===== src/rtl/bm_acc_pkg.sv =====
// bm_acc_pkg: shared state encoding, default widths and burst-length floor for the product accumulator
package bm_acc_pkg;
  localparam int DEF_PROD_BITS = 16;
  localparam int DEF_ACC_BITS = 20;
  localparam int DEF_CNT_BITS = 8;
  localparam int MIN_BURST = 1;
  typedef enum logic [1:0] {
    IDLE = 2'd0,
    ACCUM = 2'd1,
    EMIT = 2'd2
  } state_t;
endpackage


===== src/rtl/bm_product_accumulator_if.sv =====
// bm_product_accumulator_if: product-in and sum-out valid/ready streams of the product accumulator
//   prod_in/prod_valid/prod_ready/burst_len : product stream from the multiplier stage
//   sum_out/sum_valid/sum_ready/overflow    : burst sum stream to the result sink
//   master = producer/sink side, slave = accumulator side
interface bm_product_accumulator_if
  import bm_acc_pkg::*;
#(
  parameter int PROD_BITS = DEF_PROD_BITS,
  parameter int ACC_BITS = DEF_ACC_BITS,
  parameter int CNT_BITS = DEF_CNT_BITS
);
  logic [PROD_BITS-1:0] prod_in;
  logic prod_valid;
  logic prod_ready;
  logic [CNT_BITS-1:0] burst_len;
  logic [ACC_BITS-1:0] sum_out;
  logic sum_valid;
  logic sum_ready;
  logic overflow;
  modport master (
    output prod_in, prod_valid, burst_len, sum_ready,
    input prod_ready, sum_out, sum_valid, overflow
  );
  modport slave (
    input prod_in, prod_valid, burst_len, sum_ready,
    output prod_ready, sum_out, sum_valid, overflow
  );
endinterface


===== src/rtl/bm_acc_sat_add.sv =====
// bm_acc_sat_add: accumulator adder with carry out, clamping to all-ones when BM_ACC_SATURATE_EN is defined
//   acc   : current accumulator value
//   prod  : zero-extended product
//   sum   : acc + prod (wrapped, or clamped under BM_ACC_SATURATE_EN)
//   carry : carry out of the top accumulator bit
module bm_acc_sat_add
  import bm_acc_pkg::*;
#(
  parameter int ACC_BITS = DEF_ACC_BITS
) (
  input logic [ACC_BITS-1:0] acc,
  input logic [ACC_BITS-1:0] prod,
  output logic [ACC_BITS-1:0] sum,
  output logic carry
);
  logic [ACC_BITS-1:0] raw;
  assign {carry, raw} = {1'b0, acc} + {1'b0, prod};
`ifdef BM_ACC_SATURATE_EN
  // a clamped acc plus any nonzero product carries again, so it stays clamped
  assign sum = carry ? '1 : raw;
`else
  assign sum = raw;
`endif
endmodule


===== src/rtl/bm_product_accumulator.sv =====
// bm_product_accumulator: sums bursts of burst_len products and emits each sum with an overflow flag
//   clock   : rising-edge clock
//   reset_n : asynchronous active-low reset
//   bus     : slave view of bm_product_accumulator_if (product in, sum out)
//   optional: BM_ACC_SATURATE_EN clamps the accumulator instead of wrapping
module bm_product_accumulator
  import bm_acc_pkg::*;
#(
  parameter int PROD_BITS = DEF_PROD_BITS,
  parameter int ACC_BITS = DEF_ACC_BITS,
  parameter int CNT_BITS = DEF_CNT_BITS
) (
  input logic clock,
  input logic reset_n,
  bm_product_accumulator_if.slave bus
);
  state_t state, state_d;
  logic [ACC_BITS-1:0] acc, acc_nx, prod_ext, add_sum, sum_q;
  logic [CNT_BITS-1:0] count, cnt_nx, len_q, eff_len;
  logic ovf, ovf_nx, add_carry, ovf_out, rdy_q, accept, idle, last;
  bm_acc_sat_add #(.ACC_BITS(ACC_BITS)) u_add (
    .acc(acc),
    .prod(prod_ext),
    .sum(add_sum),
    .carry(add_carry)
  );
  assign prod_ext = ACC_BITS'(bus.prod_in);
  assign eff_len = bus.burst_len == '0 ? CNT_BITS'(MIN_BURST) : bus.burst_len;
  assign idle = state == IDLE;
  // rdy_q keeps prod_ready low through reset and rises on the first edge after it
  assign bus.prod_ready = rdy_q && state != EMIT;
  assign accept = bus.prod_valid && bus.prod_ready;
  assign acc_nx = idle ? prod_ext : add_sum;
  assign ovf_nx = !idle && (ovf || add_carry);
  assign cnt_nx = idle ? CNT_BITS'(1) : count + CNT_BITS'(1);
  assign last = cnt_nx == (idle ? eff_len : len_q);
  assign bus.sum_valid = state == EMIT;
  assign bus.sum_out = sum_q;
  assign bus.overflow = ovf_out;
  always_comb begin
    state_d = state;
    if (idle || state == ACCUM)
      state_d = accept ? (last ? EMIT : ACCUM) : state;
    else
      state_d = (state == EMIT && !bus.sum_ready) ? EMIT : IDLE;
  end
  always_ff @(posedge clock or negedge reset_n)
    if (!reset_n) state <= IDLE;
    else state <= state_d;
  always_ff @(posedge clock or negedge reset_n) begin
    if (!reset_n) begin
      rdy_q <= 1'b0;
      acc <= '0;
      count <= '0;
      len_q <= '0;
      ovf <= 1'b0;
      sum_q <= '0;
      ovf_out <= 1'b0;
    end else begin
      rdy_q <= 1'b1;
      if (accept) begin
        acc <= acc_nx;
        count <= cnt_nx;
        ovf <= ovf_nx;
        if (idle) len_q <= eff_len;
        if (last) begin
          sum_q <= acc_nx;
          ovf_out <= ovf_nx;
        end
      end
    end
  end
endmodule


===== src/flat_wrapper.sv =====
// flat-port wrapper written by rule: the top's interface ports become plain ports
module bm_product_accumulator_flat import bm_acc_pkg::*;
#(
  parameter int PROD_BITS = DEF_PROD_BITS,
  parameter int ACC_BITS = DEF_ACC_BITS,
  parameter int CNT_BITS = DEF_CNT_BITS
)
  (clock, reset_n, bus_prod_in, bus_prod_valid, bus_burst_len, bus_sum_ready, bus_prod_ready, bus_sum_out, bus_sum_valid, bus_overflow);
  bm_product_accumulator_if #(.PROD_BITS(PROD_BITS), .ACC_BITS(ACC_BITS), .CNT_BITS(CNT_BITS)) bus_i ();
  input logic clock;
  input logic reset_n;
  input wire logic [$bits(bus_i.prod_in)-1:0] bus_prod_in;
  input wire logic [$bits(bus_i.prod_valid)-1:0] bus_prod_valid;
  input wire logic [$bits(bus_i.burst_len)-1:0] bus_burst_len;
  input wire logic [$bits(bus_i.sum_ready)-1:0] bus_sum_ready;
  output wire logic [$bits(bus_i.prod_ready)-1:0] bus_prod_ready;
  output wire logic [$bits(bus_i.sum_out)-1:0] bus_sum_out;
  output wire logic [$bits(bus_i.sum_valid)-1:0] bus_sum_valid;
  output wire logic [$bits(bus_i.overflow)-1:0] bus_overflow;
  assign bus_i.prod_in = bus_prod_in;
  assign bus_i.prod_valid = bus_prod_valid;
  assign bus_i.burst_len = bus_burst_len;
  assign bus_i.sum_ready = bus_sum_ready;
  assign bus_prod_ready = bus_i.prod_ready;
  assign bus_sum_out = bus_i.sum_out;
  assign bus_sum_valid = bus_i.sum_valid;
  assign bus_overflow = bus_i.overflow;
  bm_product_accumulator #(.PROD_BITS(PROD_BITS), .ACC_BITS(ACC_BITS), .CNT_BITS(CNT_BITS)) u_core (.clock(clock), .reset_n(reset_n), .bus(bus_i));
endmodule

===== config.mk =====
export PLATFORM = sky130hd
export DESIGN_NAME = bm_product_accumulator_flat
export DESIGN_NICKNAME = d
export VERILOG_FILES = /design/src/rtl/bm_acc_pkg.sv /design/src/rtl/bm_product_accumulator_if.sv /design/src/rtl/bm_acc_sat_add.sv /design/src/rtl/bm_product_accumulator.sv /design/src/flat_wrapper.sv
export SDC_FILE = /design/constraint.sdc
export NUM_CORES = 1
export LEC_CHECK = 0
export CORE_UTILIZATION = 55
export CTS_BUF_LIST = sky130_fd_sc_hd__clkbuf_4 sky130_fd_sc_hd__clkbuf_8
export CTS_CLUSTER_DIAMETER = 80
export DETAILED_ROUTE_END_ITERATION = 6
export PLACE_DENSITY = 0.8
export SLEW_MARGIN = 40
export SYNTH_ARGS = -nofsm -noshare
export SYNTH_HDL_FRONTEND = slang
export SYNTH_SLANG_ARGS = --single-unit

===== constraint.sdc =====
create_clock -name clock -period 7.2 [get_ports clock]
set_input_delay 1.44 -clock clock [delete_from_list [all_inputs] [get_ports clock]]
set_output_delay 1.44 -clock clock [all_outputs]
set_load 0.03 [all_outputs]

# ---- After elaboration in Yosys (flattened, before gate mapping)
# Cells that the tools add are included.
dict set report classes {
  addsub 2
  mul 0
  div_mod_pow 0
  n_lt_le_gt_ge 0
  eq_ne 5
  n_shift 0
  mux 8
  bitwise_logic 0
  n_reduce_logical 11
}
# operator count
set ops {}
lappend ops {{two-way mux 8 bit} 3}
lappend ops {{adder 20 x 16 -> 21 bit} 1}
lappend ops {{two-way mux 20 bit} 1}
lappend ops {{adder 8 x 1 -> 8 bit (second input constant)} 1}
lappend ops {{equality test 8 bit} 1}
lappend ops {{zero test 8 bit} 1}
lappend ops {{two-way mux 2 bit} 4}
lappend ops {{logical AND 1 bit} 4}
lappend ops {{equality test 2 x 1 -> 1 bit (second input constant)} 1}
lappend ops {{equality test 2 bit (second input constant)} 1}
lappend ops {{zero test 1 bit} 2}
lappend ops {{zero test 2 bit} 1}
lappend ops {{logical OR 1 bit} 2}
lappend ops {{!= test 2 x 1 -> 1 bit (second input constant)} 1}
lappend ops {{!= test 2 bit (second input constant)} 1}
lappend ops {{AND reduction 2 bit} 1}
dict set report totals {
  ff_bits 61
  latchBits 0
  ramBits 0
  mem_bits_ro 0
  in_bits 28
  out_inout_bits 23
  word_cells 34
  mem_count 0
}

# ---- Logic depth before layout (Yosys ltp)
dict set report depth {
  depth_word 7
  ltp_mapped 10
  depth_no_buf 10
}

# ---- By module
# A second synthesis with hierarchy kept.
dict set report unflattened {
  cells_unflattened 419
  hier_area_um2 3996.3
}
# module n_inst cells_per_inst area_per_inst_um2 seq_area_each_um2
set modules_own_cells {}
lappend modules_own_cells {bm_product_accumulator 1 276 2954.1 1526.5}
lappend modules_own_cells {bm_acc_sat_add 1 143 1042.2 0.0}

# ---- Worst setup path before layout
# OpenSTA, ideal clock, no wires.
dict set report synth_timing {
  path_type {input -> register}
  startpoint {input bus_prod_in[4]}
  endpoint {register u_core.acc[15]}
  setup_time_ns 0.125
  t_arrival_ns 3.249
  required_ns 7.075
  path_slack_ns 3.826
  cell_stages 8
  n_path_buf 0
  cell_sequence {ha_1 a21oi_2 nand2_1 a31oi_2 o31ai_4 a31oi_1 mux2_2 mux2_2}
}
dict set report synth_via {
  elab_chain_len 2
}
# item line_no
set synth_rtl {}
lappend synth_rtl {{start, declared} flat_wrapper.sv:12} ;# input wire logic [$bits(bus_i.prod_in)-1:0] bus_prod_in;
lappend synth_rtl {{adder 20 x 16 -> 21 bit} bm_acc_sat_add.sv:17} ;# assign {carry, raw} = {1'b0, acc} + {1'b0, prod};
lappend synth_rtl {{two-way mux 20 bit} bm_product_accumulator.sv:33} ;# assign acc_nx = idle ? prod_ext : add_sum;
lappend synth_rtl {{end signal, assigned} bm_product_accumulator.sv:62} ;# acc <= acc_nx;
lappend synth_rtl {{end, declared} bm_product_accumulator.sv:18} ;# logic [ACC_BITS-1:0] acc, acc_nx, prod_ext, add_sum, sum_q;
# Every way passes these cells.
# A chain may end at the register's enable or synchronous reset.

# ---- Final worst setup path
# Ends and elaborated chain as after synthesis.

==> metrics <==
status completed; Setup crit start kind primary input; dpl hpwl 6.24 mm; largest net degree at the start of global routing 62; CTS Buf Count 9; GR Util All Layers 26.6%; Worst-Margin Slew 637 ps; r2r setup slk 4460 ps; final worst setup slack 3440 ps; Syn-to-layout area delta 19.6%; Tcrit/Tclk final 52.2%; asr flop ratio synth 100%; top-count cell post-synth dfrtp_1; setup TNS 0 ps; Die H 85.4 um; worst hold path startpoint u_core.bus.sum_out[16]; Max FO, Critical Path 7; CP endpoint kind register; post-synth net total 462; Final setup viols 0; Avg WL per Cell 16.1 um; Worst VDD drop 0.238 mV; reg2reg start u_core.count[0]; Power Dens Cells 443 mW/mm2; IO Pins 51; clk slew on worst S/H paths 60 ps; Max-slew headroom 57.3%; Post-synth EDFFs 0; Port Buf Inserts 50; CTS H-tree lvls 3; CTS tree done; Routed WL 8.82 mm; total of max-cap violations 0; pre-CTS WS 3120 ps; CTS resizes 0; die width 85.4 um; final net count 507; via count 3243; initial antenna violation count 0; CTS Sinks 61; Worst EP arrival 3980 ps; FF+latch count, synth 61; R2R cell count 9; FMAX 266 MHz; largest cells by area after synthesis dfrtp_1 40%, ha_1 5.6%, o21ai_0 5.1%; DRT iter0 DRCs 240; Die Area 0.00728 mm2; Max Slew Vio Count 0; R2R Path End u_core.bus.overflow; Final ANT Viol Nets 0; leakage power 1.97 nW; Hold EP u_core.bus.sum_out[16]; Synth cell types 65; worst skew pair latency 340 ps; grt total ovfl 0; Post-synth top cells 61 x dfrtp_1, 47 x nand2_1, 41 x nor2_1; Synth warnings 0; Synth top area share 39.9%; drc violations 0; share of cells above drive strength 1 12.2%; Longest Clk Path Bufs 2; hold depth 1; synthesized area 0.00382 mm2; Hold Path Class register to register; setup repair after global routing missed its margin no; Req. time, crit path 7420 ps; ant diodes 0; Top FF cell, synth dfrtp_1; # Post-CTS Setup Buffers 0; routed vias/inst 5.94; first-pass GRT wire length 15.2 mm; Final Hold Viols 0; CP Class primary input to register; Row Count 30; Clock Skew 14.0 ps; root buf cell clkbuf_8; Avg Cell Area, Syn 9.19 um2; Core ar. 0.00676 mm2; Synth Instances 416; Final min period 3760 ps; Placer Congestion 0.902; Hold Buf Count CTS 0; area leader, netlist dfrtp_1; Seq/Total Area, Yosys 39.9%; initial core utilization 56.6%; vias in the first global route 3185; Pre-antenna DRT Iters 5
-- report_power, final --
part | switching, mW | leakage (nW) | total (mW) | internal, mW
Clock | 0.136 | 0.111 | 0.343 | 0.206
Combinational | 0.632 | 1.08 | 1.11 | 0.473
Sequential | 0.103 | 0.774 | 0.577 | 0.475
-- flip-flops by register name, indices dropped and copies added (netlist names) --
register and flops:
u_core.acc 20, u_core.bus.sum_out 20, u_core.count 8, u_core.len_q 8, u_core.state 2, u_core.bus.overflow 1, u_core.ovf 1, u_core.rdy_q 1
-- how the worst max path moves through the flow --
stage / from / to / slack [ps]
6_report: bus_prod_in[4] / u_core.acc[15] / 3440
5_1_grt: bus_prod_in[0] / u_core.ovf / 3270
4_1_cts: bus_prod_in[4] / u_core.acc[15] / 3460
3_5_place_dp: bus_prod_in[4] / u_core.acc[15] / 3120
3_3_place_gp: bus_prod_in[4] / u_core.acc[15] / 3220
2_1_floorplan: bus_prod_in[4] / u_core.acc[15] / 3830
-- layout make-up --
cell class | count | area, um2
clock buffers | 12 | 146
clock inverters | 4 | 72.6
fillers | 547 | 2180
inverters | 9 | 33.8
multi-input cells | 327 | 2170
flip-flops and latches | 61 | 1530
well taps | 80 | 100
repair buffers | 53 | 522
-- through the flow --
step,hold WS (ps),power [mW],utilization [%],std cells,area [um2]
CTS,502,2.03,67.6,546,4570
detailed placement,477,1.68,64.4,530,4350
global placement,467,1.64,64.3,530,4350
global route,521,2.18,67.7,546,4570
finish,491,2.03,67.7,546,4570
floorplan,454,1.39,-,416,3820
-- critical path, cell delays in order --
cell	delay, ps
clkdlybuf4s50_1	430
ha_1	390
a21oi_2	250
nand2_1	100
a31oi_2	290
o31ai_4	160
a31oi_1	270
mux2_2	380
mux2_2	260
-- kinds of logic (layout without fill, tap and decap cells) --
| logic type | after synthesis | after routing | synth area share, % |
|---|---|---|---|
| flops | 61 | 61 | 39.9 |
| mux | 24 | 24 | 7.01 |
| xor+xnor | 26 | 26 | 5.96 |
| simple gates | 135 | 135 | 17.0 |
| other cells | 1 | 1 | 0.0981 |
| buf+inv | 28 | 78 | 3.41 |
| fa+ha+maj | 18 | 18 | 6.09 |
| compound gates | 123 | 123 | 20.5 |
-- placed cells by master, fill, tap and decap left out, types with 4 or more instances in the layout --
| cell | n |
|---|---|
| o211ai_1 | 4 |
| a211oi_1 | 5 |
| o21a_1 | 4 |
| and2_1 | 5 |
| clkdlybuf4s50_1 | 49 |
| inv_1 | 8 |
| nand3_1 | 8 |
| clkbuf_8 | 9 |
| nor3_1 | 6 |
| nor2_1 | 40 |
| a31oi_1 | 7 |
| mux2i_1 | 5 |
| ha_1 | 17 |
| a21oi_1 | 36 |
| o21ai_0 | 39 |
| xnor2_1 | 14 |
| a21o_1 | 4 |
| xor2_1 | 12 |
| dfrtp_1 | 61 |
| nand2_1 | 46 |
| or3_1 | 4 |
| mux2_2 | 15 |
-- metal layers --
metal	wire, um	track usage, %	vias to the layer above
li1	-	-	1565
met1	3980	36.0	1566
met2	4250	42.6	97
met3	474	5.93	15
met4	110	8.64	0
met5	0	0	-
(Power assumes the default switching activity.)
